### config.mk
export PLATFORM = sky130hd
export DESIGN_NAME = lcd_read
export DESIGN_NICKNAME = d
export VERILOG_FILES = /design/src/rtl/lcd_read.sv
export SDC_FILE = /design/constraint.sdc
export NUM_CORES = 1
export LEC_CHECK = 0
export CAP_MARGIN = 20
export CORE_MARGIN = 3
export CORE_UTILIZATION = 33
export DETAILED_ROUTE_END_ITERATION = 10
export GPL_ROUTABILITY_DRIVEN = 1
export HOLD_SLACK_MARGIN = 0.05
export PLACE_DENSITY = 0.62
export RECOVER_POWER = 25
export SLEW_MARGIN = 20
export SYNTH_ARGS = -nofsm -noshare
export SYNTH_HDL_FRONTEND = slang
export SYNTH_SLANG_ARGS = --single-unit
export TNS_END_PERCENT = 5
### constraint.sdc
create_clock -name iClk -period 3.9 [get_ports iClk]
set_input_delay 0.78 -clock iClk [delete_from_list [all_inputs] [get_ports iClk]]
set_output_delay 0.78 -clock iClk [all_outputs]
set_load 0.01 [all_outputs]
### src/rtl/lcd_read.sv
// lcd_read: read-side controller for an HD44780-compatible character LCD.
// Drives RS/RW/E with read-cycle timing and captures the byte the panel returns.
// Optional feature macro: LCD_READ_POLL_EN. When it is defined, a busy-flag read
// (RS=0) that sees DB7=1 repeats automatically. oFlag then pulses only once the
// panel reports ready.
//
// state   | meaning
// --------+-----------------------------------------------------------
// IDLE    | bus released (RW=0, E=0), waiting for iCe
// SETUP   | RS/RW stable, E low, address setup time
// EN_HIGH | E high, panel drives DB; capture on the last cycle
// EN_LOW  | E low, RS/RW still held for hold time / cycle time
// DONE    | one-cycle oFlag, then release the bus
module lcd_read #(
    parameter int unsigned SETUP_CYC   = 3,
    parameter int unsigned EN_HIGH_CYC = 25,
    parameter int unsigned EN_LOW_CYC  = 25
) (
    input  logic       iClk,
    input  logic       iReset,
    input  logic       iCe,
    input  logic       iRS,
    input  logic [7:0] iDato,
    output logic       oEnable,
    output logic       oRS,
    output logic       oRW,
    output logic [7:0] oDato,
    output logic       oBusy,
    output logic       oFlag
);

    typedef enum logic [2:0] {
        IDLE,
        SETUP,
        EN_HIGH,
        EN_LOW,
        DONE
    } state_t;

    localparam logic [15:0] SETUP_LD   = 16'(SETUP_CYC);
    localparam logic [15:0] EN_HIGH_LD = 16'(EN_HIGH_CYC);
    localparam logic [15:0] EN_LOW_LD  = 16'(EN_LOW_CYC);

    state_t      state;
    logic [15:0] cnt;
    logic        lastCyc;
    logic        repoll;

    // A timed state ends on the cycle its down-counter would reach zero.
    assign lastCyc = (cnt == 16'd1);

`ifdef LCD_READ_POLL_EN
    // oBusy was just updated at the end of EN_HIGH, so it holds this read's DB7.
    // oRS is the RS value latched when the request was accepted.
    assign repoll = ~oRS & oBusy;
`else
    assign repoll = 1'b0;
`endif

    // Read-cycle sequencer. All panel-facing outputs are registered here.
    always_ff @(posedge iClk) begin
        if (iReset) begin
            state   <= IDLE;
            cnt     <= 16'd0;
            oEnable <= 1'b0;
            oRS     <= 1'b0;
            oRW     <= 1'b0;
            oDato   <= 8'h00;
            oBusy   <= 1'b1;
            oFlag   <= 1'b0;
        end else begin
            oFlag <= 1'b0;
            case (state)
                IDLE: begin
                    oEnable <= 1'b0;
                    if (iCe) begin
                        oRS   <= iRS;
                        oRW   <= 1'b1;
                        cnt   <= SETUP_LD;
                        state <= SETUP;
                    end
                end
                SETUP: begin
                    if (lastCyc) begin
                        oEnable <= 1'b1;
                        cnt     <= EN_HIGH_LD;
                        state   <= EN_HIGH;
                    end else begin
                        cnt <= cnt - 16'd1;
                    end
                end
                EN_HIGH: begin
                    if (lastCyc) begin
                        // Sample DB while E is still high; the panel may release it after the fall.
                        oEnable <= 1'b0;
                        oDato   <= iDato;
                        if (!oRS) begin
                            oBusy <= iDato[7];
                        end
                        cnt   <= EN_LOW_LD;
                        state <= EN_LOW;
                    end else begin
                        cnt <= cnt - 16'd1;
                    end
                end
                EN_LOW: begin
                    if (lastCyc) begin
                        if (repoll) begin
                            cnt   <= SETUP_LD;
                            state <= SETUP;
                        end else begin
                            oFlag <= 1'b1;
                            cnt   <= 16'd0;
                            state <= DONE;
                        end
                    end else begin
                        cnt <= cnt - 16'd1;
                    end
                end
                DONE: begin
                    oRW   <= 1'b0;
                    oRS   <= 1'b0;
                    state <= IDLE;
                end
                default: begin
                    oEnable <= 1'b0;
                    oRW     <= 1'b0;
                    cnt     <= 16'd0;
                    state   <= IDLE;
                end
            endcase
        end
    end

endmodule

## Word level (Yosys, flattened, before mapping)

Index checks and enable logic that the tools add are counted.

- Bits of input ports: 12
- Word-level logic and storage cells: 53
- Register bits: 32
- Output and inout bits: 13

- Reductions and logical operators: 13
- Add/subtract/negate cells: 1
- Mux-type cells: 17
- Eq/ne operators: 9
- Bitwise logic cells: 5

Operators with widths:

| operator | number |
|---|---|
| $pmux W16 S4 | 1 |
| $mux W16 | 3 |
| $eq A16 B1 Y1 const B | 1 |
| $sub A16 B1 Y16 const B | 1 |
| $mux W3 | 4 |
| $pmux W3 S4 | 1 |
| $ne A2 B2 Y1 const B | 4 |
| $reduce_and A2 Y1 | 4 |
| $eq A3 B2 Y1 const B | 2 |
| $reduce_and A3 Y1 | 2 |
| $reduce_or A2 Y1 | 3 |
| $mux W1 | 5 |
| $not A1 Y1 | 5 |
| $pmux W1 S2 | 2 |
| $reduce_and A4 Y1 | 1 |
| $eq A3 B1 Y1 const B | 1 |
| $eq A3 B3 Y1 const B | 1 |
| $logic_not A3 Y1 | 1 |
| $pmux W1 S3 | 1 |
| $reduce_or A3 Y1 | 1 |
| $reduce_bool A2 Y1 | 1 |

## Longest topological paths before layout

- Depth after elaboration: 4
- Depth in mapped cells: 9
- Gate-level depth less buffers: 7

## Worst setup path after synthesis

No wires, ideal clock.

- Path kind: input -> register
- From: input iCe
- To: register cnt[15]
- Slack: 2,132 ps
- Arrival time: 1,641 ps
- Cell stages on the path: 5
- Setup time: 127 ps
- Required time: 3,773 ps
- Path buffers: 0
- Cell sequence: nor2b_1 o211ai_1 nor4_2 xnor2_1 nor2_1

- Cells in the longest elaborated chain, start to end: 2

RTL lines:

| element | line | text |
|---|---|---|
| from (decl) | 21 | `input logic iCe,` |
| $ne A2 B2 Y1 (no source line) | -- |  |
| $reduce_and A2 Y1 (no source line) | -- |  |
| to (signal assigned) | 89 | `cnt <= cnt - 16'd1;` |
| to (signal assigned) | 103 | `cnt <= cnt - 16'd1;` |
| to (signal assigned) | 117 | `cnt <= cnt - 16'd1;` |
| to (decl) | 45 | `logic [15:0] cnt;` |

No other way between the ends.
A chain may end at the register's enable or synchronous reset.

## Worst setup path after layout

- From: register cnt[0]
- To: register oBusy

- Cells in the longest elaborated chain, start to end: 2

RTL lines:

| element | line | text |
|---|---|---|
| $eq A16 B1 Y1 | 50 | `assign lastCyc = (cnt == 16'd1);` |
| $reduce_and A3 Y1 (no source line) | -- |  |
| to (signal assigned) | 98 | `oBusy <= iDato[7];` |
| to (decl) | 28 | `output logic oBusy,` |

No other way between the ends.

==> results.yml <==
final_layout:
  multi_input_area_um2: 845.8
  drive_gt1_frac: 0.1055
  instances_no_fill: 251
  final_common_cell: "dfxtp_1"
  syn_to_final_growth_pct: 21.42
  diodes: 0
  utilization: 0.4265
  final_cell_mix: "dfxtp_1 (32), nor2_1 (29), clkdlybuf4s50_1 (18)"
  fin_nets: 212
  seq_area_um2: 640.6
  finish.instance_area_um2: 1908
  nFillCells: 423
timing:
  fin_crit_sh: 0.6288
  fin_hold_ws_ns: 0.4985
  setup_ws_ns: 1.448
  final_max_slew_viol_count: 0
  final.min_clock_period_ns: 2.452
  setup_viol: 0
  hold_viol_final: 0
  rsz0062_at_grt: "false"
  worstMarginPinSlew_ns: 0.7261
  clock_skew_ns: 0.006635
  slew-limit-headroom: 0.5159
  max_freq_mhz: 407.8
  setup_tns_ns: 0
status:
  status: "finished, final reports clean"
worst_setup_path:
  cp_max_fo: 10
  crit_arrival_ns: 2.63
  cp-start-kind: "flip-flop"
  end_kind: "flip-flop"
  crit_type: "flip-flop to flip-flop"
  required_ns: 4.08
min_path:
  min_path_type: "flip-flop to flip-flop"
detailed_routing:
  wirelength_mm: 3.208
  first_iter_violations: 72
  drc: 0
  via_count: 1262
  vias_per_cell: 5.028
  wl_per_cell_um: 12.78
  detail-route-antenna-nets: 0
  first_pass_iters: 4
yosys:
  synth-seq-cells: 32
  synth_top_area_frac: 0.4076
  synth_ff_type: "dfxtp_1"
  synth_area_um2: 1572
  avgSynthCellArea_um2: 8.879
  synth_warnings: 0
  seq_area_frac_synth: 0.4076
  synthCells: 177
  yosysTopAreaCell: "dfxtp_1"
  ys_types: 47
  synthTopCellsByArea: "dfxtp_1 (41%), nor2_1 (6.9%), mux2i_1 (5.1%)"
  synth_edf_count: 0
  syn_nets: 191
  synth-async-reset-ratio: 0
floorplan:
  die_w_um: 75.01
  rows: 24
  die_area_um2: 5627
  die_y_um: 75.01
  start_util: 0.3512
  io_pins: 25
  fp.coreArea_um2: 4474
clocking:
  cts_setup_buffers: 0
  hold_buffers: 0
  cts.clk_slew.worst_paths_ns: 0.07
  cts-resized-gates: 0
  cts_tree: "built"
  root_buffer: "clkbuf_8"
  cts_buffers: 5
  cts_buffer_depth: 2
  htreeDepth: 2
  cts.sinks: 32
  clkLatencyLatePin_ns: 0.28
power:
  p_int_mw: 0.7631
  finalPower_mw: 1.290
  netSwitchingPower_mw: 0.5269
  vdd_drop_max_mv: 0.2290
  p_leak_nw: 0.7487
  combPwrFrac: 0.434
  p_clk_frac: 0.212
  power_frac_seq: 0.355
  switching_share: 0.4085
  p_per_area_nw_per_um2: 676.1
flow_run:
  cap_violations: 0
global_route:
  grt_pass1_wl_mm: 5.589
  grt_max_degree: 16
  grt_usage: 0.1299
  grt_antenna_before_repair: 0
  grt_overflow_total: 0
  grt_pass1_vias: 1235
placed_design:
  placed_cell_area_um2: 1814
  place_congestion: 0.7995
  dpl.hpwl_mm: 2.274
  dp_slack_ns: 1.366
  port-buffer-count: 24
  dp.cells: 243
[final timing paths]
path                              start               endpoint  slack [ns]  cells past startpoint
hold / removal    oDato[3]$_SDFFE_PP0P_  oDato[3]$_SDFFE_PP0P_        0.50                      2
setup reg to reg    cnt[0]$_SDFFE_PP0P_     oBusy$_SDFFE_PP1P_        1.45                      5
hold reg to reg   oDato[3]$_SDFFE_PP0P_  oDato[3]$_SDFFE_PP0P_        0.50                      2
setup / recovery    cnt[0]$_SDFFE_PP0P_     oBusy$_SDFFE_PP1P_        1.45                      5
[routing by layer]
| metal | up-vias | share of wire | global-route usage |
|---|---|---|---|
| met3 | 6 | 0.056 | 0.04806 |
| met5 | - | 0 | 0 |
| met1 | 563 | 0.51 | 0.1769 |
| met2 | 31 | 0.42 | 0.1905 |
| li1 | 662 | - | - |
| met4 | 0 | 0.013 | 0.04150 |
[synthesized netlist by cell type (3+ instances only)]
library cell and n:
nor3_1 8, mux2i_1 8, dfxtp_1 32, nand4_1 3
clkbuf_1 5, o21ai_0 4, xnor2_1 8, inv_1 4
nand2_1 9, nand3_1 9, nor2_1 29, a21oi_1 9
nand2b_1 3
[flip-flops by register name, summed over array words and instances (netlist names)]
signal and cells:
oBusy 1, oDato 8, oFlag 1, oRS 1, cnt 16, state 3, oEnable 1, oRW 1
[layout make-up]
cell class	count	area share
clock inverter	2	0.007869
multi-input combinational	130	0.4433
tap	52	0.03410
inverter	4	0.007869
clock buffer	6	0.04328
timing repair buffer	25	0.1279
sequential	32	0.3357
[power by group through the flow]
stage | clock [mW] | sequential [mW] | combinational, mW
2_1_floorplan | 0 | 0.446 | 0.514
3_3_place_gp | 0 | 0.463 | 0.555
3_5_place_dp | 0 | 0.464 | 0.558
4_1_cts | 0.282 | 0.458 | 0.561
5_1_grt | 0.296 | 0.467 | 0.626
6_report | 0.273 | 0.457 | 0.560
[critical path, cell delays in order, from the launching register on]
cell and delay, ns:
dfxtp_1 0.41, ha_1 0.17, nor3b_1 0.24, and2_1 0.42
nand4_1 0.59, o41a_1 0.52
[kinds of logic (layout without fill, tap and decap cells)]
group / after synthesis / in the layout / share of synthesized area
buffers and inverters: 15 / 37 / 0.05413
and+or+nand+nor: 81 / 81 / 0.2731
adders and majority gates: 2 / 2 / 0.01592
xor gates and xnor gates: 10 / 10 / 0.05574
AOI/OAI and AO/OA: 29 / 29 / 0.1425
muxes: 8 / 8 / 0.05096
DFF: 32 / 32 / 0.4076
No activity file was read; power rests on OpenSTA's default activity.
